**src/rtl/bullet_fire_scheduler_pkg.sv**
```systemverilog
// Shared types and default constants for the bullet fire scheduler.
package bullet_sched_pkg;

    typedef enum logic [1:0] {
        S_IDLE    = 2'd0,
        S_SCAN    = 2'd1,
        S_ISSUE_E = 2'd2,
        S_ISSUE_P = 2'd3
    } sched_state_t;

    // 833_333 does not fit 16 bits, so the tick divider is 20 bits wide to keep 60 Hz at 50 MHz.
    localparam int unsigned TICK_DIV_DEF        = 833_333;
    localparam int unsigned PHASE_TICKS_DEF     = 128;
    localparam int unsigned N_ENEMY_DEF         = 15;
    localparam int unsigned PLAYER_COOLDOWN_DEF = 8;

    localparam int TICK_W      = 20;
    localparam int PHASE_CNT_W = 8;
    localparam int PHASE_W     = 2;
    localparam int IDX_W       = 4;
    localparam int CD_W        = 4;

endpackage

```
**src/rtl/bullet_fire_scheduler_tick_phase_gen.sv**
```systemverilog
// Game tick divider and phase counter: one-cycle tick strobe, phase-wrap strobe, 2-bit phase.
module tick_phase_gen
    import bullet_sched_pkg::*;
#(
    parameter int unsigned TICK_DIV    = TICK_DIV_DEF,
    parameter int unsigned PHASE_TICKS = PHASE_TICKS_DEF
) (
    input  logic               i_Clk,
    input  logic               i_Rst,
    output logic               o_fTick,
    output logic               o_fPhaseStart,
    output logic [PHASE_W-1:0] o_Phase
);

    logic [TICK_W-1:0]      tick_cnt_q, tick_cnt_d;
    logic [PHASE_CNT_W-1:0] phase_tick_q, phase_tick_d;
    logic [PHASE_W-1:0]     phase_q, phase_d;
    logic                   f_tick;
    logic                   f_phase_start;

    always_comb begin
        f_tick        = (tick_cnt_q == TICK_W'(TICK_DIV - 1));
        f_phase_start = f_tick && (phase_tick_q == PHASE_CNT_W'(PHASE_TICKS - 1));
        tick_cnt_d    = f_tick ? '0 : tick_cnt_q + TICK_W'(1);
        phase_tick_d  = phase_tick_q;
        phase_d       = phase_q;
        if (f_tick) begin
            phase_tick_d = f_phase_start ? '0 : phase_tick_q + PHASE_CNT_W'(1);
        end
        if (f_phase_start) begin
            phase_d = phase_q + PHASE_W'(1);
        end
    end

    always_ff @(posedge i_Clk or negedge i_Rst) begin
        if (!i_Rst) begin
            tick_cnt_q   <= '0;
            phase_tick_q <= '0;
            phase_q      <= '0;
        end else begin
            tick_cnt_q   <= tick_cnt_d;
            phase_tick_q <= phase_tick_d;
            phase_q      <= phase_d;
        end
    end

    assign o_fTick       = f_tick;
    assign o_fPhaseStart = f_phase_start;
    assign o_Phase       = phase_q;

endmodule

```
**src/rtl/bullet_fire_scheduler.sv**
```systemverilog
// Merges per-phase enemy bullet spawns and rate-limited player shots into one
// valid/ready spawn command stream for the bullet slot datapath.
module bullet_fire_scheduler
    import bullet_sched_pkg::*;
#(
    parameter int unsigned TICK_DIV        = TICK_DIV_DEF,
    parameter int unsigned PHASE_TICKS     = PHASE_TICKS_DEF,
    parameter int unsigned N_ENEMY         = N_ENEMY_DEF,
    parameter int unsigned PLAYER_COOLDOWN = PLAYER_COOLDOWN_DEF
) (
    input  logic               i_Clk,
    input  logic               i_Rst,
    input  logic               i_fPlayerShoot,
    input  logic               i_PlayerAlive,
    input  logic [N_ENEMY-1:0] i_EnemyAlive,
    input  logic               i_SpawnReady,
    output logic               o_SpawnValid,
    output logic               o_SpawnIsPlayer,
    output logic [IDX_W-1:0]   o_SpawnEnemyIdx,
    output logic               o_fTick,
    output logic               o_fPhaseStart,
    output logic [PHASE_W-1:0] o_Phase,
    output logic               o_Busy
);

    sched_state_t     state_q, state_d;
    logic [IDX_W-1:0] idx_q, idx_d;
    logic [CD_W-1:0]  cooldown_q, cooldown_d;
    logic             pending_q, pending_d;
    logic             shoot_prev_q, shoot_prev_d;
    logic             scan_active_q, scan_active_d;
    logic             restart_q, restart_d;

    logic f_tick;
    logic f_phase_start;
    logic shoot_edge;
    logic spawn_valid;
    logic player_hs;
    logic last_idx;
    logic restart_hit;
    logic enemy_alive_at;

    tick_phase_gen #(
        .TICK_DIV    (TICK_DIV),
        .PHASE_TICKS (PHASE_TICKS)
    ) u_tick_phase_gen (
        .i_Clk         (i_Clk),
        .i_Rst         (i_Rst),
        .o_fTick       (f_tick),
        .o_fPhaseStart (f_phase_start),
        .o_Phase       (o_Phase)
    );

    always_comb begin
        shoot_edge     = i_fPlayerShoot && !shoot_prev_q;
        spawn_valid    = (state_q == S_ISSUE_E) || (state_q == S_ISSUE_P);
        player_hs      = (state_q == S_ISSUE_P) && i_SpawnReady;
        last_idx       = (idx_q == IDX_W'(N_ENEMY - 1));
        // A phase wrap seen mid-handshake is remembered until the handshake completes.
        restart_hit    = f_phase_start || restart_q;
        enemy_alive_at = i_EnemyAlive[idx_q];

        state_d   = state_q;
        idx_d     = idx_q;
        restart_d = restart_q;

        case (state_q)
            S_IDLE: begin
                if (pending_q) begin
                    state_d   = S_ISSUE_P;
                    restart_d = f_phase_start;
                end else if (f_phase_start) begin
                    state_d = S_SCAN;
                    idx_d   = '0;
                end
            end
            S_SCAN: begin
                if (pending_q) begin
                    state_d = S_ISSUE_P;
                    if (f_phase_start) begin
                        idx_d = '0;
                    end
                end else if (f_phase_start) begin
                    idx_d = '0;
                end else if (enemy_alive_at) begin
                    state_d = S_ISSUE_E;
                end else if (last_idx) begin
                    state_d = S_IDLE;
                end else begin
                    idx_d = idx_q + IDX_W'(1);
                end
            end
            S_ISSUE_E: begin
                if (i_SpawnReady) begin
                    restart_d = 1'b0;
                    if (restart_hit) begin
                        state_d = S_SCAN;
                        idx_d   = '0;
                    end else if (last_idx) begin
                        state_d = S_IDLE;
                    end else begin
                        state_d = S_SCAN;
                        idx_d   = idx_q + IDX_W'(1);
                    end
                end else if (f_phase_start) begin
                    restart_d = 1'b1;
                end
            end
            S_ISSUE_P: begin
                if (i_SpawnReady) begin
                    restart_d = 1'b0;
                    if (restart_hit) begin
                        state_d = S_SCAN;
                        idx_d   = '0;
                    end else if (scan_active_q) begin
                        state_d = S_SCAN;
                    end else begin
                        state_d = S_IDLE;
                    end
                end else if (f_phase_start) begin
                    restart_d = 1'b1;
                end
            end
            default: state_d = S_IDLE;
        endcase

        case (state_d)
            S_IDLE:             scan_active_d = 1'b0;
            S_SCAN, S_ISSUE_E:  scan_active_d = 1'b1;
            default:            scan_active_d = scan_active_q;
        endcase

        // Once the player command is on the bus it is never withdrawn.
        pending_d = pending_q;
        if (player_hs) begin
            pending_d = 1'b0;
        end else if (!i_PlayerAlive && (state_q != S_ISSUE_P)) begin
            pending_d = 1'b0;
        end else if (shoot_edge && i_PlayerAlive && (cooldown_q == '0)) begin
            pending_d = 1'b1;
        end

        cooldown_d = cooldown_q;
        if (player_hs) begin
            cooldown_d = CD_W'(PLAYER_COOLDOWN);
        end else if (f_tick && (cooldown_q != '0)) begin
            cooldown_d = cooldown_q - CD_W'(1);
        end

        shoot_prev_d = i_fPlayerShoot;
    end

    always_ff @(posedge i_Clk or negedge i_Rst) begin
        if (!i_Rst) begin
            state_q       <= S_IDLE;
            idx_q         <= '0;
            cooldown_q    <= '0;
            pending_q     <= 1'b0;
            shoot_prev_q  <= 1'b0;
            scan_active_q <= 1'b0;
            restart_q     <= 1'b0;
        end else begin
            state_q       <= state_d;
            idx_q         <= idx_d;
            cooldown_q    <= cooldown_d;
            pending_q     <= pending_d;
            shoot_prev_q  <= shoot_prev_d;
            scan_active_q <= scan_active_d;
            restart_q     <= restart_d;
        end
    end

    assign o_SpawnValid    = spawn_valid;
    assign o_SpawnIsPlayer = (state_q == S_ISSUE_P);
    assign o_SpawnEnemyIdx = (state_q == S_ISSUE_E) ? idx_q : '0;
    assign o_fTick         = f_tick;
    assign o_fPhaseStart   = f_phase_start;
    assign o_Busy          = (state_q != S_IDLE);

endmodule

```
**config.mk**
```make
export PLATFORM = sky130hd
export DESIGN_NAME = bullet_fire_scheduler
export DESIGN_NICKNAME = d
export VERILOG_FILES = /design/src/rtl/bullet_fire_scheduler_pkg.sv /design/src/rtl/bullet_fire_scheduler_tick_phase_gen.sv /design/src/rtl/bullet_fire_scheduler.sv
export SDC_FILE = /design/constraint.sdc
export NUM_CORES = 1
export LEC_CHECK = 0
export ABC_AREA = 1
export BUFFER_PORTS_ARGS = -buffer_cell sky130_fd_sc_hd__buf_2
export CAP_MARGIN = 30
export CORE_ASPECT_RATIO = 1.5
export CORE_UTILIZATION = 55
export CTS_BUF_LIST = sky130_fd_sc_hd__clkbuf_8
export DETAILED_ROUTE_END_ITERATION = 16
export GPL_TIMING_DRIVEN = 0
export PLACE_DENSITY_LB_ADDON = 0.2
export SYNTH_ARGS = -nofsm -noshare
export SYNTH_HDL_FRONTEND = slang
export SYNTH_SLANG_ARGS = --single-unit
export TNS_END_PERCENT = 50
```
**constraint.sdc**
```tcl
create_clock -name i_Clk -period 1.95 [get_ports i_Clk]
set_input_delay 0.585 -clock i_Clk [delete_from_list [all_inputs] [get_ports i_Clk]]
set_output_delay 0.585 -clock i_Clk [all_outputs]
set_load 0.01 [all_outputs]
```
==> metrics.md <==
| Metric | Value |
|---|---|
| Syn_area_per_cell | 7.57 um^2 |
| IO buf count | 30 |
| Netlist cell types | 37 |
| CP max FO | 4 |
| Top cell type's share of synthesized area | 0.392 |
| Leakage Power | 1.76 nW |
| Total GRT Usage | 0.260 |
| Routed WL | 6390 um |
| Longest Clk Path Bufs | 2 |
| Worst-skew pair later-pin latency | 0.31 ns |
| Critical Path Sink Type | flop |
| Placeable Area | 4890 um^2 |
| Initial antenna violation count | 0 |
| Grt total ovfl | 0 |
| Slew headroom | 0.658 |
| Critical path depth | 13 |
| Largest net degree at the start of global routing | 45 |
| Layout net count | about 460 |
| Hold Path Class | in2async |
| Final Setup Violations | 14 |
| First drt pass iteration count | 4 |
| Count leader, synth | inv_1 |
| HPWL Detailed | 4630 um |
| Pwr Total | 3.02 mW |
| Synth Register Bits | 44 |
| Min Tclk post-route | 2.17 ns |
| Failing checks | negative setup slack |
| Worst path bufs/invs | 3 |
| Critical-path top delay cell | dfrtp_1 |
| Die area | 5400 um^2 |
| Worst EP arrival | 2.37 ns |
| Worst r2r path cells | 13 |
| Cts hold-fix bufs | 0 |
| Die Y-Extent | 89.5 um |
| Starting Density | 0.575 |
| Classification of the worst setup path | reg2reg |
| Fin util | 0.703 |
| CTS buffer count | 5 |
| CP Launch Type | flop |
| Non-filler instance count after layout | 496 |
| Clk_skew | 0.0144 ns |
| Die width | 60.4 um |
| Fraction of registers with async set/reset | 1.00 |
| Worst-Margin Slew | a little over 0.5 ns |
| Mean number of vias per cell | 5.21 |
| Hold Fails Final Rpt | 0 |
| Syn Inst Count | around 370 |
| Clk pin slew, worst setup/hold paths | approximately 0.090 ns |
| Cell taking the most area after synthesis | dfrtp_1 |
| Final worst slack | -0.218 ns |
| Root Driver | clkbuf_8 |
| Crit-path cells | inv_1, ha_2, inv_2, nor2_4, nand3_2, nor2_4, nand2_4, buf_6, a21oi_2, nand2_1, nand4_1, ha_2, mux2_2 |
| Power per cell area | 879 nW/um^2 |
| Slew Limit Fails | 0 |
| Critical path's top delay family | simple AND/OR/NAND/NOR gates |
| Iter 0 DRT Violations | 118 |
| Crit-path max cell delay | 0.40 ns |
| Worst vdd ir | 0.000586 V |
| Post-route cell area | approximately 3400 um^2 |
| Achievable frequency | 461 MHz |
| Syn nets | ~400 |
| Netlist Area Pre-Place | 2810 um^2 |
| # rows | 31 |
| EDFF count, synth | 0 |
| Final ANT Viol Nets | 0 |
| Critical Path RT | 2.15 ns |
| Main area contributors after synthesis | dfrtp_1, inv_1, nand2_1 |
| Seq/Total Area, Yosys | 0.392 |
| Main flop type after synthesis | dfrtp_1 |
| Routability cong. | slightly above 0.9 |
| CTS sink count | 44 |
| Max H-tree Level | 2 |
| Dpl ws | -0.353 ns |
| Max-cap viol count | 0 |
| Area Overhead vs Synth | 22.4% |
| Placed Instances | 467 |
| Status | complete, but fails checks |
| Layout cells sized above 1 | 0.267 |
| First-pass GRT wire length | roughly 10000 um |
| Via count of the routed design | 2582 |
| Vias in the first global route | 2532 |
| RSZ-0062 raised after global routing | yes |
| Ant. Diodes | 0 |
| Drt wl/cell | 12.9 um |
| DRC Markers | 0 |
| Post-route clock period utilization | 1.11 |
| TritonCTS clock tree | done |
| Area after DPL | about 3100 um^2 |
| Post-synth top cells | inv_1, nand2_1, dfrtp_1 |
| Yosys warns | 0 |
| I/O pin count | 31 |
## logic make-up (layout without fill, tap and decap cells)
logic type / count (synthesis) / after routing / synth area share
flops: 44 / 44 / 0.392
xor+xnor: 16 / 16 / 0.0499
compound gates: 38 / 38 / 0.0766
fa+ha+maj: 7 / 7 / 0.0312
buf+inv: 75 / 134 / 0.109
simple gates: 190 / 190 / 0.338
mux: 1 / 1 / 0.00401
## sequential cells by signal, summed over array words and instances (netlist names)
| signal | flops |
|---|---|
| cooldown_q | 4 |
| idx_q | 4 |
| pending_q | 1 |
| restart_q | 1 |
| scan_active_q | 1 |
| shoot_prev_q | 1 |
| state_q | 2 |
| u_tick_phase_gen.o_Phase | 2 |
| u_tick_phase_gen.phase_tick_q | 8 |
| u_tick_phase_gen.tick_cnt_q | 20 |
## final cells by class
class	instances	area, um^2
clock inverter	3	42.5
tap	66	82.6
buffer	4	37.5
inverter	70	263
clock buffer	5	68.8
sequential	44	1100
timing repair buffer	52	348
fill	397	1450
multi-input combinational	252	1490
## timing repair
action,CTS,global route
resized for setup,19,14
buffers inserted,15,6
pin swaps,7,11
endpoints found under the setup margin,7,26
## where the power goes
group / switching [mW] / total (mW) / internal [mW]
Combinational: 0.724 / 1.21 / 0.486
Clock: 0.319 / 0.698 / 0.379
Sequential: 0.101 / 1.11 / 1.01
## per-stage QoR
step | hold WS, ns | setup TNS, ns
4_1_cts | 0.386 | -0.492
6_report | 0.132 | -1.28
5_1_grt | 0.139 | -3.22
3_3_place_gp | 0.452 | -0.562
2_1_floorplan | 0.289 | -0.188
3_5_place_dp | 0.468 | -0.565
## path summary, 6_finish.rpt
kind	start	endpoint	slack [ns]
setup reg to reg	u_tick_phase_gen.tick_cnt_q[0]	scan_active_q	-0.22
setup / recovery	u_tick_phase_gen.tick_cnt_q[0]	scan_active_q	-0.22
hold reg to reg	u_tick_phase_gen.o_Phase[1]	u_tick_phase_gen.o_Phase[1]	0.48
hold / removal	i_Rst	u_tick_phase_gen.phase_tick_q[6]	0.13
max in group asynchronous	i_Rst	u_tick_phase_gen.tick_cnt_q[5]	1.34
min in group i_Clk	i_fPlayerShoot	shoot_prev_q	0.39
## cell usage in the layout (no fill, tap or decap), drive strengths merged
| cell | instances |
|---|---|
| a21oi | 18 |
| and2 | 2 |
| and3 | 1 |
| buf | 55 |
| bufinv | 1 |
| clkbuf | 6 |
| clkinv | 1 |
| clkinvlp | 1 |
| dfrtp | 44 |
| ha | 7 |
| inv | 70 |
| mux2 | 1 |
| nand2 | 68 |
| nand3 | 44 |
| nand3b | 2 |
| nand4 | 13 |
| nor2 | 41 |
| nor3 | 16 |
| nor4 | 2 |
| o211a | 1 |
| o21ai | 14 |
| o22ai | 1 |
| o31ai | 3 |
| o32ai | 1 |
| or2 | 1 |
| xnor2 | 5 |
| xor2 | 11 |
## metal layers
| layer | global-route usage | vias up | share of wire |
|---|---|---|---|
| met1 | 0.241 | 1183 | 0.38 |
| met4 | 0.142 | 0 | 0.028 |
| met3 | 0.0492 | 17 | 0.037 |
| met5 | 0 | - | 0 |
| li1 | - | 1313 | - |
| met2 | 0.508 | 69 | 0.55 |
Power figures use the tool's default switching activity.
